`config.mk`:
```
export PLATFORM = sky130hd
export DESIGN_NAME = windower_stream
export DESIGN_NICKNAME = d
export VERILOG_FILES = /design/src/rtl/windower_stream.sv
export SDC_FILE = /design/constraint.sdc
export NUM_CORES = 1
export LEC_CHECK = 0
export CELL_PAD_IN_SITES_DETAIL_PLACEMENT = 2
export CELL_PAD_IN_SITES_GLOBAL_PLACEMENT = 2
export CORE_MARGIN = 3
export CORE_UTILIZATION = 40
export CTS_CLUSTER_SIZE = 40
export DETAILED_ROUTE_END_ITERATION = 6
export DONT_BUFFER_PORTS = 1
export GPL_TIMING_DRIVEN = 0
export PLACE_DENSITY = 0.82
export REMOVE_ABC_BUFFERS = 1
export SKIP_LAST_GASP = 1
export SLEW_MARGIN = 20
export SYNTH_ARGS = -nofsm -noshare
export SYNTH_HDL_FRONTEND = slang
export SYNTH_SLANG_ARGS = --single-unit
```
`constraint.sdc`:
```
create_clock -name clk -period 4.3 [get_ports clk]
set_clock_uncertainty 0.2 [all_clocks]
set_input_delay 0.43 -clock clk [delete_from_list [all_inputs] [get_ports clk]]
set_output_delay 0.43 -clock clk [all_outputs]
set_load 0.1 [all_outputs]
```
`src/rtl/windower_stream.sv`:
```
// rtl/windower_stream.sv - streaming 1-D sliding-window generator with stride, same/valid framing and frame flags
//
// Ports:
//   clk        rising-edge clock
//   rst_n      asynchronous active-low reset
//   in_vld     input sample valid
//   in_rdy     block can accept a sample (low in FLUSH/CLEAR, while a window is stalled, and in reset)
//   data_in    sample, NO_CH*DATA_W bits
//   out_vld    window valid
//   out_rdy    downstream accepts the window
//   data_out   WINDOW_SIZE taps, tap 0 is the newest sample
//   out_first  window is the first of its frame
//   out_last   window is the last of its frame
module windower_stream #(
   parameter int NO_CH       = 2,
   parameter int DATA_W      = 1,
   parameter int IMG_LEN     = 1024,
   parameter int WINDOW_SIZE = 3,
   parameter int STRIDE      = 1,
   parameter int PAD_EN      = 1
) (
   input  logic                    clk,
   input  logic                    rst_n,
   input  logic                    in_vld,
   output logic                    in_rdy,
   input  logic [NO_CH*DATA_W-1:0] data_in,
   output logic                    out_vld,
   input  logic                    out_rdy,
   output logic [NO_CH*DATA_W-1:0] data_out [WINDOW_SIZE-1:0],
   output logic                    out_first,
   output logic                    out_last
);

   localparam int SW    = NO_CH * DATA_W;
   localparam int PAD   = (PAD_EN != 0) ? (WINDOW_SIZE - 1) / 2 : 0;
   localparam int POS_W = $clog2(IMG_LEN + PAD + 1);
   localparam int PH_W  = (STRIDE > 1) ? $clog2(STRIDE) : 1;
   localparam int OC_W  = $clog2(IMG_LEN + 1);
   localparam int TOTAL = (PAD_EN != 0) ? (IMG_LEN - 1) / STRIDE + 1
                                        : (IMG_LEN - WINDOW_SIZE) / STRIDE + 1;

   typedef enum logic [1:0] {
      RUN   = 2'd0,
      FLUSH = 2'd1,
      CLEAR = 2'd2
   } state_t;

   state_t            state;
   state_t            state_nxt;
   logic [SW-1:0]     win [WINDOW_SIZE-1:0];
   logic [POS_W-1:0]  pos;     // shifts already performed in this frame
   logic [PH_W-1:0]   phase;
   logic [OC_W-1:0]   ocnt;
   logic              adv_ok;
   logic              shift;
   logic              clear_go;
   logic              elig;
   logic              emit;
   logic [SW-1:0]     shift_data;

   // A pending window blocks every shift, which keeps data_out stable under backpressure.
   assign adv_ok   = !out_vld || out_rdy;
   assign data_out = win;

   // State register
   always_ff @(posedge clk or negedge rst_n) begin
      if (!rst_n) begin
         state <= RUN;
      end else begin
         state <= state_nxt;
      end
   end

   // Next-state logic; pos holds the index of the shift happening this cycle
   always_comb begin
      state_nxt = state;
      case (state)
         RUN: begin
            if (shift && int'(pos) == IMG_LEN - 1) begin
               state_nxt = (PAD > 0) ? FLUSH : CLEAR;
            end
         end
         FLUSH: begin
            if (shift && int'(pos) == IMG_LEN + PAD - 1) begin
               state_nxt = CLEAR;
            end
         end
         CLEAR: begin
            if (adv_ok) begin
               state_nxt = RUN;
            end
         end
         default: state_nxt = RUN;
      endcase
   end

   // Output / control decode
   always_comb begin
      in_rdy     = 1'b0;
      shift      = 1'b0;
      clear_go   = 1'b0;
      shift_data = '0;
      case (state)
         RUN: begin
            in_rdy     = adv_ok && rst_n;
            shift      = in_vld && adv_ok && rst_n;
            shift_data = data_in;
         end
         FLUSH: begin
            shift = adv_ok;   // zero taps shifted in for the trailing padding
         end
         CLEAR: begin
            clear_go = adv_ok;
         end
         default: begin
            in_rdy = 1'b0;
         end
      endcase
   end

   // A shift is eligible once the window covers a legal output position.
   always_comb begin
      if (PAD_EN != 0) begin
         elig = int'(pos) >= PAD;
      end else begin
         elig = (int'(pos) >= WINDOW_SIZE - 1) && (int'(pos) <= IMG_LEN - 1);
      end
      // phase is zero at the first eligible shift because CLEAR/reset leave it there
      emit = shift && elig && (phase == '0);
   end

   // Datapath: window shift register, counters and output flags
   always_ff @(posedge clk or negedge rst_n) begin
      if (!rst_n) begin
         for (int k = 0; k < WINDOW_SIZE; k++) begin
            win[k] <= '0;
         end
         pos       <= '0;
         phase     <= '0;
         ocnt      <= '0;
         out_vld   <= 1'b0;
         out_first <= 1'b0;
         out_last  <= 1'b0;
      end else begin
         if (clear_go) begin
            // Wipe the window so nothing from this frame reaches the next one.
            for (int k = 0; k < WINDOW_SIZE; k++) begin
               win[k] <= '0;
            end
            pos   <= '0;
            phase <= '0;
            ocnt  <= '0;
         end else if (shift) begin
            win[0] <= shift_data;
            for (int k = 1; k < WINDOW_SIZE; k++) begin
               win[k] <= win[k-1];
            end
            pos <= pos + POS_W'(1);
            if (elig) begin
               phase <= (phase == PH_W'(STRIDE - 1)) ? '0 : phase + PH_W'(1);
            end
         end

         if (emit) begin
            out_vld   <= 1'b1;
            out_first <= (ocnt == '0);
            out_last  <= (ocnt == OC_W'(TOTAL - 1));
            ocnt      <= ocnt + OC_W'(1);
         end else if (out_rdy) begin
            out_vld   <= 1'b0;
            out_first <= 1'b0;
            out_last  <= 1'b0;
         end
      end
   end

endmodule

```
Word level (Yosys, flattened, before mapping). Cells that the tools add are included.

Register bits after elaboration: 34. Input port bits: 6. Output and inout port bits: 10. Word-level logic and storage cells: 62.

Add/subtract/negate cells: 3. Order comparisons: 1. Equality and inequality tests: 8. Mux-type cells: 22. Bitwise operators: 1. Reductions and logical operators: 17.

Operators by type and width (count): $mux W11 (4); $add A11 B1 Y11 const B (2); $eq A11 B11 Y1 const B (2); $mux W6 (2); $eq A11 B10 Y1 const B (1); $ge A11 B1 Y1 const B (1); $logic_not A11 Y1 (1); $mux W1 (10); $mux W2 (4); $reduce_bool A2 Y1 (4); $logic_and A1 B1 Y1 (7); $ne A2 B2 Y1 const B (3); $pmux W2 S3 (1); $reduce_and A3 Y1 (1); $eq A2 B1 Y1 const B (1); $eq A2 B2 Y1 const B (1); $logic_not A2 Y1 (1); $pmux W1 S2 (1); $reduce_and A2 Y1 (1); $add A1 B1 Y1 const B (1); $logic_not A1 Y1 (1); $logic_or A1 B1 Y1 (1); $not A1 Y1 (1).

Logic depth before layout (Yosys ltp). Gate-level depths: netlist of run 1.

Depth in word-level cells: 8. Mapped depth: 6. Gate-level depth less buffers: 6.

Worst setup path after synthesis of run 1. No wires, ideal clock.

Path kind: flip-flop to output port. From: reg out_vld. To: out in_rdy. Data arrival time: 4302 ps. Data required time: 3670 ps. Setup slack: -632 ps. Stages on the path, launching flop included: 4. Buffers on the path: 1. Cells stage by stage: dfrtp_1 nor2b_1 buf_2 nor4b_1.

Cells in the longest elaborated chain, start to end: 4.

Ends and longest elaborated chain: start: declaration (RTL line 27) `output logic out_vld,`; start signal: assignment (RTL line 141) `out_vld <= 1'b0;`; start signal: assignment (RTL line 165) `out_vld <= 1'b1;`; start signal: assignment (RTL line 170) `out_vld <= 1'b0;`; $logic_not A1 Y1 (RTL line 62) `assign adv_ok = !out_vld || out_rdy;`; $logic_or A1 B1 Y1 (RTL line 62); $logic_and A1 B1 Y1 (RTL line 105) `in_rdy = adv_ok && rst_n;`; $mux W1 (RTL line 103) `case (state)`; end: declaration (RTL line 25) `output logic in_rdy,`.

No other way between the ends.

Worst setup path in the final report of run 1.
From: reg out_vld. To: reg ocnt[7].

Cells in the longest elaborated chain, start to end: 8. Elaborated cells between the ends (all ways): 10. Classes of those cells: 3 x mux; 7 x reduce/logical.

Ends and longest elaborated chain: $logic_not A1 Y1 (*) (RTL line 62); $logic_or A1 B1 Y1 (*) (RTL line 62); $logic_and A1 B1 Y1 (2 in a row) (RTL line 106) `shift = in_vld && adv_ok && rst_n;`; $pmux W1 S2 (RTL line 103); $logic_and A1 B1 Y1 (2 in a row) (RTL line 129) `emit = shift && elig && (phase == '0);`; $mux W11 or $reduce_bool A2 Y1 (tied branches); end signal: assignment (RTL line 168) `ocnt <= ocnt + OC_W'(1);`; end: declaration (RTL line 53) `logic [OC_W-1:0] ocnt;`.

Mark *: on every way between the ends. The rest lies on a longest branch, timed or not. A chain may end at the register's enable or synchronous reset.

==> flow_summary.toml, run 1 <==
[grt]
grt_pass1_wl_mm = 8.735
antenna_found_initial = 0
track_usage_pct = 21.38
grt_max_degree = 34
grt-ovfl-total = 0
grt_pass1_vias = 1775

[setup_path]
criticalPathCategory = "reg2reg"
cp.required_ps = 4280
worst-path-buf-inv = 0
max_stage_delay_ps = 960
endpoint_kind = "flip-flop"
crit_arrival_ps = 3090
reg2reg_from = "out_vld"
setup.worst_path.start = "out_vld"
critPathMaxFanout = 20
start_kind = "flip-flop"
path_cells = "nor2b_1 -> or3_4 -> o21ai_1 -> o221ai_1"
cp_top_family = "simple AND/OR/NAND/NOR gates"
crit_slowest_cell = "dfrtp_1"

[yosys]
ys_seq_elements = 33
synthDistinctLibCells = 39
syn_inst = 198
synth_edf_count = 0
synth_top_cell_area_share_pct = 45.30
synth_seq_area_share_pct = 45.30
netlist_top_cells_area = "dfrtp_1, nand2_1, nand3_1, ha_1, o21ai_0"
synth_top_area_cell = "dfrtp_1"
synthArstFlopShare_pct = 100.0
yosys_warnings = 0
synth_ff_type = "dfrtp_1"
synth_area_sq_um = 1823
syn_avg_cell_area_sq_um = 9.207

[timing]
max-slew-margin-rel_pct = 31.23
rsz0062_at_grt = "no"
hold_viol_final = 0
period_share_pct = 72.29
fmax_ghz = 0.3217
slew_violations = 0
period_needed_ps = 3108
tightest_slew_ps = 1028
setup_ws_ps = 1192
fin_hold_ws_ps = 80.61
setup_viol = 0

[placed_design]
place_congestion = 0.7640
port_buffers = 0
dp.cells = 241
place_ws_ps = 945.1
dp_hpwl_mm = 3.422

[pwr]
vdd_drop_max_uv = 240.7
switching_power_mw = 0.5794
swShare_pct = 47.70
p_per_area_nw_per_um2 = 606.0
p_clk_share_pct = 21.8
p_leak_nw = 0.8382
share_seq_of_total_power_pct = 54.2
power.internal_mw = 0.6354
combPwrFrac_pct = 24.0

[clock_tree]
clk_pin_slew_ps = 70
clock_latency_ps = 280
clockRootBuffer = "clkbuf_8"
cts_buffers = 5
clock_path_buffers = 2
h-tree-depth = 2
cts_tree = "done"
cts_sinks = 33
postCtsSetupBuffers = 0

[final_layout]
area_growth_pct = 9.952
layout.nets = 211
post-route-util_pct = 47.71
finalNonFillerCells = 251
diodes = 0
drive_gt1_share_pct = 8.955

[floorplan]
start_util_pct = 43.39
ios = 16
coreArea_sq_um = 4202
die-area_sq_um = 5404
rows = 23
chipWidth_microns = 73.51
die_h_microns = 73.51

[drt]
postRouteAntennaNets = 0
drt_pass1_iterations = 4
wl_mm = 5.339
wl_per_cell_microns = 21.27
drc_errors = 0
viasPerCell = 6.275
drt_iter0_drc = 94
route.vias.total = 1575

[hold_path]
hp-start = "data_in[1]"
hp-class = "in2reg"

[outcome]
status = "completed"

[flow_run]
drv_cap = 0
## power by group through the flow
stage / sequential, mW / combinational, mW / clock [mW]
global route: 0.672 / 0.327 / 0.284
global placement: 0.651 / 0.244 / 0
detailed placement: 0.662 / 0.272 / 0
floorplan: 0.631 / 0.203 / 0
finish: 0.658 / 0.292 / 0.264
CTS: 0.657 / 0.292 / 0.270
## final timing paths
path / endpoint / slack [ps] / cells after the start
max in group asynchronous: pos[8] / 3290 / 2
max: ocnt[7] / 1190 / 4
min reg2reg: ocnt[10] / 320 / 1
min: data_out[1] / 80 / 2
max reg2reg: ocnt[7] / 1190 / 4
min in group asynchronous: ocnt[7] / 440 / 2
## sequential cells by signal, summed over array words and instances, names as in the netlist
name,count
out_first,1
out_vld,1
pos,11
state,2
ocnt,11
out_last,1
data_out,6
## timing repair
action                                  CTS  global route
gates resized for setup                   0             0
endpoints found under the setup margin    0             0
endpoints found under the hold margin    33             0
hold buffers                              2             0
## layer usage
metal | vias to the layer above | GRT usage [%] | share of wire [%]
li1 | 729 | - | -
met1 | 808 | 27.57 | 45
met2 | 30 | 36.32 | 50
met3 | 8 | 3.010 | 3.0
met4 | 0 | 7.445 | 1.7
met5 | - | 0 | 0
## cell usage after synthesis (2+ instances only)
cell,instances
dfrtp_1,33
nand2_1,22
inv_1,14
nand3_1,14
o21ai_0,12
a21oi_1,11
nor4_1,9
nor2_1,8
nand2b_1,6
nand4_1,6
and3_1,5
ha_1,5
o221ai_1,5
or4_1,5
clkbuf_1,4
xnor2_1,4
a31o_2,3
mux2i_1,3
nor2b_1,3
buf_2,2
nand3b_1,2
nor3_1,2
nor4b_1,2
o31ai_1,2
o41ai_1,2
## per-stage QoR
step           area, sq um  TNS (ps)  power [mW]
3_3_place_gp          1846    -725.4      0.8945
3_5_place_dp          1867         0      0.9344
6_report              2004         0       1.215
2_1_floorplan         1783    -596.7      0.8335
4_1_cts               1998         0       1.220
5_1_grt               2004         0       1.283
## cells by family after synthesis
family	after synthesis	synth area share, %
xor gates and xnor gates	4	1.922
muxes	3	1.647
buffers and inverters	22	5.078
and+or+nand+nor	91	28.62
adders and majority gates	5	3.432
AOI/OAI and AO/OA	40	14.00
DFF	33	45.30
## worst register-to-register path, delay by kind of cell (launching register included)
kind / cells / cell delay (ps)
AO/OA/AOI/OAI: 2 / 560
flip-flops: 1 / 960
AND/OR/NAND/NOR: 2 / 1290
## layout make-up
type / instances / area (sq um)
Clock buffer: 7 / 96.34
Clock inverter: 1 / 5.005
Fill cell: 444 / 2197
Inverter: 14 / 52.55
Multi-Input combinational cell: 143 / 917.1
Sequential cell: 33 / 825.8
Tap cell: 50 / 62.56
Timing Repair Buffer: 3 / 45.04
## layout by cell type (no fill, tap or decap), types with 3 or more instances in the layout
| master | instances |
|---|---|
| o221ai_1 | 5 |
| and3_1 | 5 |
| nor2_1 | 8 |
| or4_1 | 5 |
| inv_1 | 14 |
| nor2b_1 | 3 |
| mux2i_1 | 3 |
| nand2_1 | 22 |
| dfrtp_1 | 33 |
| a31o_2 | 3 |
| xnor2_1 | 4 |
| o21ai_0 | 12 |
| clkbuf_8 | 7 |
| a21oi_1 | 11 |
| nor4_1 | 9 |
| nand2b_1 | 6 |
| ha_1 | 5 |
| nand4_1 | 6 |
| nand3_1 | 14 |
No activity file was read; power rests on OpenSTA's default activity.
==> inputs of run 2 (changes only) <==
--- a/config.mk
+++ b/config.mk
@@ -8,12 +8,12 @@
 export CELL_PAD_IN_SITES_DETAIL_PLACEMENT = 2
 export CELL_PAD_IN_SITES_GLOBAL_PLACEMENT = 2
 export CORE_MARGIN = 3
-export CORE_UTILIZATION = 40
+export CORE_UTILIZATION = 35
 export CTS_CLUSTER_SIZE = 40
 export DETAILED_ROUTE_END_ITERATION = 6
 export DONT_BUFFER_PORTS = 1
 export GPL_TIMING_DRIVEN = 0
-export PLACE_DENSITY = 0.82
+export PLACE_DENSITY = 0.77
 export REMOVE_ABC_BUFFERS = 1
 export SKIP_LAST_GASP = 1
 export SLEW_MARGIN = 20
==> constraint.sdc (replaced) <==
create_clock -name clk -period 2.6 [get_ports clk]
set_clock_uncertainty 0.2 [all_clocks]
set_input_delay 0.26 -clock clk [delete_from_list [all_inputs] [get_ports clk]]
set_output_delay 0.26 -clock clk [all_outputs]
set_load 0.1 [all_outputs]
==> run 2 against run 1 <==
Against the previous run:
- die area increased by 13%
- via count is 0.63% higher
- clock-buffer cell count rose by 1
- critical path depth fell by 1
- worst setup slack lost 980 ps
- first-iteration DRC count is 43% lower
- flip-flop and latch count did not move
- combinational power grew 61%
- non-clock buffer count up 4
- design area rose by 2.5%
- sequential power rose by 66%
- sequential share of layout area decreased by 0.94 points
- critical path type is now reg2out
==> flow_summary.toml, run 2 (synthesis gave the netlist of run 1 again) <==
[timing]
hold_viol_final = 0
slew_violations = 0
rsz0062_at_grt = "no"
period_share_pct = 92.03
period_needed_ps = 2393
fmax_ghz = 0.4179
setup_viol = 0
max-slew-margin-rel_pct = 36.77
tightest_slew_ps = 948.4
setup_ws_ps = 207.3

[clock_tree]
clock_path_buffers = 2
clock_latency_ps = 290
clk_pin_slew_ps = 70
cts_sinks = 33
h-tree-depth = 2
cts_buffers = 5
cts_tree = "done"
clockRootBuffer = "clkbuf_8"

[pwr]
p_per_area_nw_per_um2 = 946.7
swShare_pct = 48.15
combPwrFrac_pct = 24.1
share_seq_of_total_power_pct = 56.2
power.internal_mw = 1.008
p_leak_nw = 0.8422
switching_power_mw = 0.9365
p_clk_share_pct = 19.7
vdd_drop_max_uv = 542.5

[setup_path]
start_kind = "flip-flop"
cp.required_ps = 2140
critPathMaxFanout = 11
criticalPathCategory = "reg2out"
endpoint_kind = "output pin"
crit_arrival_ps = 1930

[placed_design]
place_area_sq_um = 1888
place_congestion = 0.8398
dp_hpwl_mm = 3.583
place_ws_ps = -771.1
port_buffers = 0

[grt]
grt_max_degree = 34
grt_pass1_wl_mm = 9.294
grt_pass1_vias = 1829
grt-ovfl-total = 0
track_usage_pct = 19.45
antenna_found_initial = 0

[hold_path]
hp-class = "in2reg"

[final_layout]
drive_gt1_share_pct = 10.24
multi_input_area_sq_um = 928.4
fill_cells = 553
fin_area_sq_um = 2054
layout.nets = 215
most-common-layout-cells = "dfrtp_1, nand2_1, inv_1, nand3_1, o21ai_0"
diodes = 0
area_growth_pct = 12.70
final_common_cell = "dfrtp_1"
seqCellArea_sq_um = 827.0

[flow_run]
drv_cap = 0

[drt]
viasPerCell = 5.827
route.vias.total = 1585
drt_pass1_iterations = 4
postRouteAntennaNets = 0
drt_iter0_drc = 54
drc_errors = 0
wl_mm = 5.316
wl_per_cell_microns = 19.54

[floorplan]
die-area_sq_um = 6111
rows = 25
start_util_pct = 37.36
chipWidth_microns = 78.17
die_h_microns = 78.17
coreArea_sq_um = 4880
ios = 16

[outcome]
status = "completed"
## run 2: changes by cell type in the layout (fill, tap and decap cells not counted), sizes merged
cell	delta
dlygate4sd3	+3
buf	+1
clkbuf	+1
clkinv	-1
## run 2: repair_timing
action                                  CTS  global route
hold buffers                              5             0
pin swaps                                 1             0
buffers inserted                          1             0
resized for setup                         5             1
endpoints found under the setup margin   32             5
hold endpoints to repair                 37             0
## run 2: layout make-up
cell class	count	area share, %
multi-input cells	143	45.19
flip-flops and latches	33	40.26
well taps	67	4.080
repair buffers	7	4.019
clock buffers	8	3.898
inverters	14	2.558
## run 2: power groups by stage
| stage | clock network (mW) | logic [mW] | registers, mW |
|---|---|---|---|
| 6_report | 0.383 | 0.469 | 1.09 |
| 5_1_grt | 0.420 | 0.544 | 1.12 |
| 4_1_cts | 0.390 | 0.473 | 1.09 |
| 3_5_place_dp | 0 | 0.440 | 1.10 |
| 3_3_place_gp | 0 | 0.397 | 1.09 |
| 2_1_floorplan | 0 | 0.335 | 1.04 |
## run 2: critical path: stages, from the launching register on
cell and delay [ps]:
dfrtp_2 700, nor2b_2 600, nor4b_2 130, buf_8 200
## run 2: routing by layer
| layer | track usage (%) | vias up | share of wire, % |
|---|---|---|---|
| met2 | 33.82 | 28 | 50 |
| met3 | 5.161 | 8 | 4.6 |
| li1 | - | 737 | - |
| met5 | 0 | - | 0 |
| met4 | 5.769 | 0 | 1.1 |
| met1 | 23.53 | 812 | 44 |
## run 2: worst paths after layout
| kind | slack, ps | end | depth (start not counted) | from |
|---|---|---|---|---|
| hold reg to reg | 310 | ocnt[10] | 1 | ocnt[10] |
| min in group asynchronous | 230 | pos[6] | 2 | rst_n |
| setup / recovery | 210 | in_rdy | 3 | out_vld |
| hold / removal | 20 | out_vld | 2 | out_rdy |
| setup reg to reg | 210 | ocnt[3] | 4 | out_vld |
| max in group asynchronous | 1780 | out_vld | 2 | rst_n |
## run 2: per-stage QoR
step / cells / setup TNS, ps / total power, mW / hold slack (ps) / util, %
global placement: 257 / -8403 / 1.483 / -233.9 / 38.26
detailed placement: 258 / -10170 / 1.538 / -234.0 / 38.69
global route: 272 / 0 / 2.082 / 37.37 / 42.10
CTS: 272 / 0 / 1.956 / 3.876 / 42.05
floorplan: 190 / -2148 / 1.379 / -235.6 / -
finish: 272 / 0 / 1.945 / 18.86 / 42.10
==> inputs of run 3 (changes only) <==
--- a/config.mk
+++ b/config.mk
@@ -5,10 +5,11 @@
 export SDC_FILE = /design/constraint.sdc
 export NUM_CORES = 1
 export LEC_CHECK = 0
+export ABC_AREA = 1
 export CELL_PAD_IN_SITES_DETAIL_PLACEMENT = 2
 export CELL_PAD_IN_SITES_GLOBAL_PLACEMENT = 2
 export CORE_MARGIN = 3
-export CORE_UTILIZATION = 35
+export CORE_UTILIZATION = 32
 export CTS_CLUSTER_SIZE = 40
 export DETAILED_ROUTE_END_ITERATION = 6
 export DONT_BUFFER_PORTS = 1
==> run 3 against run 2 <==
Against the previous run:
- final cell count increased by 32%
- flip-flop and latch count unchanged
- design area grew 9.0%
- die area up 18%
- area after synthesis grew 9.5%
- clock power rose by 37%
- power is 4.0% lower
==> flow_summary.toml, run 3 <==
[floorplan]
rows = 28
start_util_pct = 33.31
die_h_microns = 84.97
ios = 16
chipWidth_microns = 84.97
coreArea_sq_um = 5991
die-area_sq_um = 7220

[placed_design]
dp.cells = 345
place_congestion = 0.7799
place_ws_ps = -485.5
port_buffers = 0
place_area_sq_um = 2048
dp_hpwl_mm = 3.812

[final_layout]
most-common-layout-cells = "nand2_1, inv_1, nand3_1"
final_common_cell = "nand2_1"
fin_area_sq_um = 2240
drive_gt1_share_pct = 8.127
finalNonFillerCells = 358
diodes = 0
layout.nets = 293
area_growth_pct = 12.23

[grt]
gr-max-usage-layer = "met2"
use_met3_pct = 4.078
antenna_found_initial = 0
grt_max_degree = 34
grt_pass1_vias = 2067
grt-ovfl-total = 0
gr-usage-met2_pct = 29.17
track_usage_pct = 17.87
grt_use_met1_pct = 23.94
grt_pass1_wl_mm = 10.25

[setup_path]
path_cells = "nand2_2 -> nand3_2 -> nand3_2 -> inv_2 -> nand2_1 -> o21ai_0"
start_kind = "flip-flop"
critPathMaxFanout = 21
crit_top_cell = "nand3_2"
endpoint_kind = "flip-flop"
r2r_cells = 6
reg2reg_from = "out_vld"
crit_slowest_cell = "dfrtp_2"
crit_arrival_ps = 2350
r2r-end = "pos[7]"
max_stage_delay_ps = 610
r2r_setup_slack_ps = 220
cp_top_family = "simple AND/OR/NAND/NOR gates"
worst-path-buf-inv = 1
criticalPathCategory = "reg2reg"
cp.required_ps = 2570

[clock_tree]
clockRootBuffer = "clkbuf_8"
cts_sinks = 33
cts_tree = "done"
clock_latency_ps = 300
postCtsSetupBuffers = 0
clock_path_buffers = 2
h-tree-depth = 2
clk_pin_slew_ps = 80
cts_buffers = 5

[hold_path]
hp-class = "in2reg"
hold_path_depth = 4
holdPathEnd = "state[0]"
hp-start = "in_vld"

[drt]
postRouteAntennaNets = 0
wl_per_cell_microns = 15.83
viasPerCell = 5.126
route.vias.total = 1835
drt_pass1_iterations = 4
wl_mm = 5.667
drt_iter0_drc = 101
drc_errors = 0

[yosys]
yosys_warnings = 0
synthDistinctLibCells = 24
synth_edf_count = 0
synth_ff_type = "dfrtp_1"
synth_top_area_cell = "dfrtp_1"
synth_area_sq_um = 1996
syn_inst = 276
yosys-top-cells-count = "nand2_1, nand3_1, inv_1"
netlist_top_cells_area = "dfrtp_1, nand2_1, nand3_1, inv_1, nand4_1"
synth_seq_area_share_pct = 41.38
syn_avg_cell_area_sq_um = 7.231
ys_seq_elements = 33
yosysMostFrequentCell = "nand2_1"
synthArstFlopShare_pct = 100.0
synth_top_cell_area_share_pct = 41.38

[pwr]
p_leak_nw = 1.173
vdd_drop_max_uv = 503.6
power.internal_mw = 1.050
switching_power_mw = 0.8168
p_per_area_nw_per_um2 = 833.6
total_power_mw = 1.867
p_clk_share_pct = 28.1
combPwrFrac_pct = 21.1
swShare_pct = 43.75
share_seq_of_total_power_pct = 50.9

[outcome]
status = "completed"

[timing]
setup_viol = 0
fmax_ghz = 0.4199
setup_ws_ps = 218.4
rsz0062_at_grt = "no"
period_share_pct = 91.60
hold_viol_final = 0
max-slew-margin-rel_pct = 37.87
slew_violations = 0
fin_hold_ws_ps = 157.6
period_needed_ps = 2382
tightest_slew_ps = 931.9

[flow_run]
drv_cap = 0
[run 3: logic make-up (layout without fill, tap and decap cells)]
| family | after synthesis | count (layout) | share of synthesized area [%] |
|---|---|---|---|
| simple gates | 175 | 175 | 40.13 |
| buf+inv | 43 | 50 | 9.153 |
| flops | 33 | 33 | 41.38 |
| compound gates | 15 | 15 | 4.012 |
| fa+ha+maj | 5 | 5 | 3.135 |
| xor+xnor | 5 | 5 | 2.194 |
[run 3: layer usage]
| layer | up-vias | routed length (microns) |
|---|---|---|
| li1 | 897 | - |
| met1 | 913 | 2800 |
| met2 | 19 | 2647 |
| met3 | 6 | 154 |
| met4 | 0 | 64 |
| met5 | - | 0 |
[run 3: cell type report]
type / count / area [sq um]
timing repair buffer: 5 / 60.06
sequential: 33 / 827.0
multi-input combinational: 200 / 999.7
fill: 714 / 3751
clock inverter: 2 / 37.54
clock buffer: 6 / 82.58
tap: 75 / 93.84
inverter: 37 / 138.9
[run 3: worst min-delay path: stages]
cell	delay, ps
nand4_4	90
o21ai_0	140
nand2_1	90
nand2_1	40
[run 3: worst max-delay path by stage]
stage / from / endpoint / slack, ps / depth (start not counted)
floorplan: out_vld / in_rdy / -230 / 3
global placement: out_vld / pos[7] / -460 / 5
detailed placement: out_vld / pos[8] / -490 / 5
CTS: out_vld / data_out[5] / 200 / 6
global route: out_vld / data_out[4] / 20 / 6
finish: out_vld / pos[7] / 220 / 6
[run 3: timing repair]
| item | 4_1_cts | 5_1_grt |
|---|---|---|
| endpoints found under the setup margin | 16 | 0 |
| hold buffers | 5 | 0 |
| gates resized for setup | 3 | 0 |
| hold endpoints to repair | 37 | 0 |
[run 3: per-stage QoR]
step / setup TNS (ps) / utilization, %
2_1_floorplan: -234.5 / -
3_3_place_gp: -5839 / 34.15
3_5_place_dp: -5750 / 34.19
4_1_cts: 0 / 37.39
5_1_grt: 0 / 37.39
6_report: 0 / 37.39
[run 3: power groups by stage]
stage	logic (mW)	registers [mW]	clock network [mW]
final	0.393	0.950	0.524
after floorplan	0.284	0.919	0
after global routing	0.466	0.975	0.561
after CTS	0.399	0.950	0.539
after global placement	0.348	0.958	0
after detailed placement	0.371	0.958	0
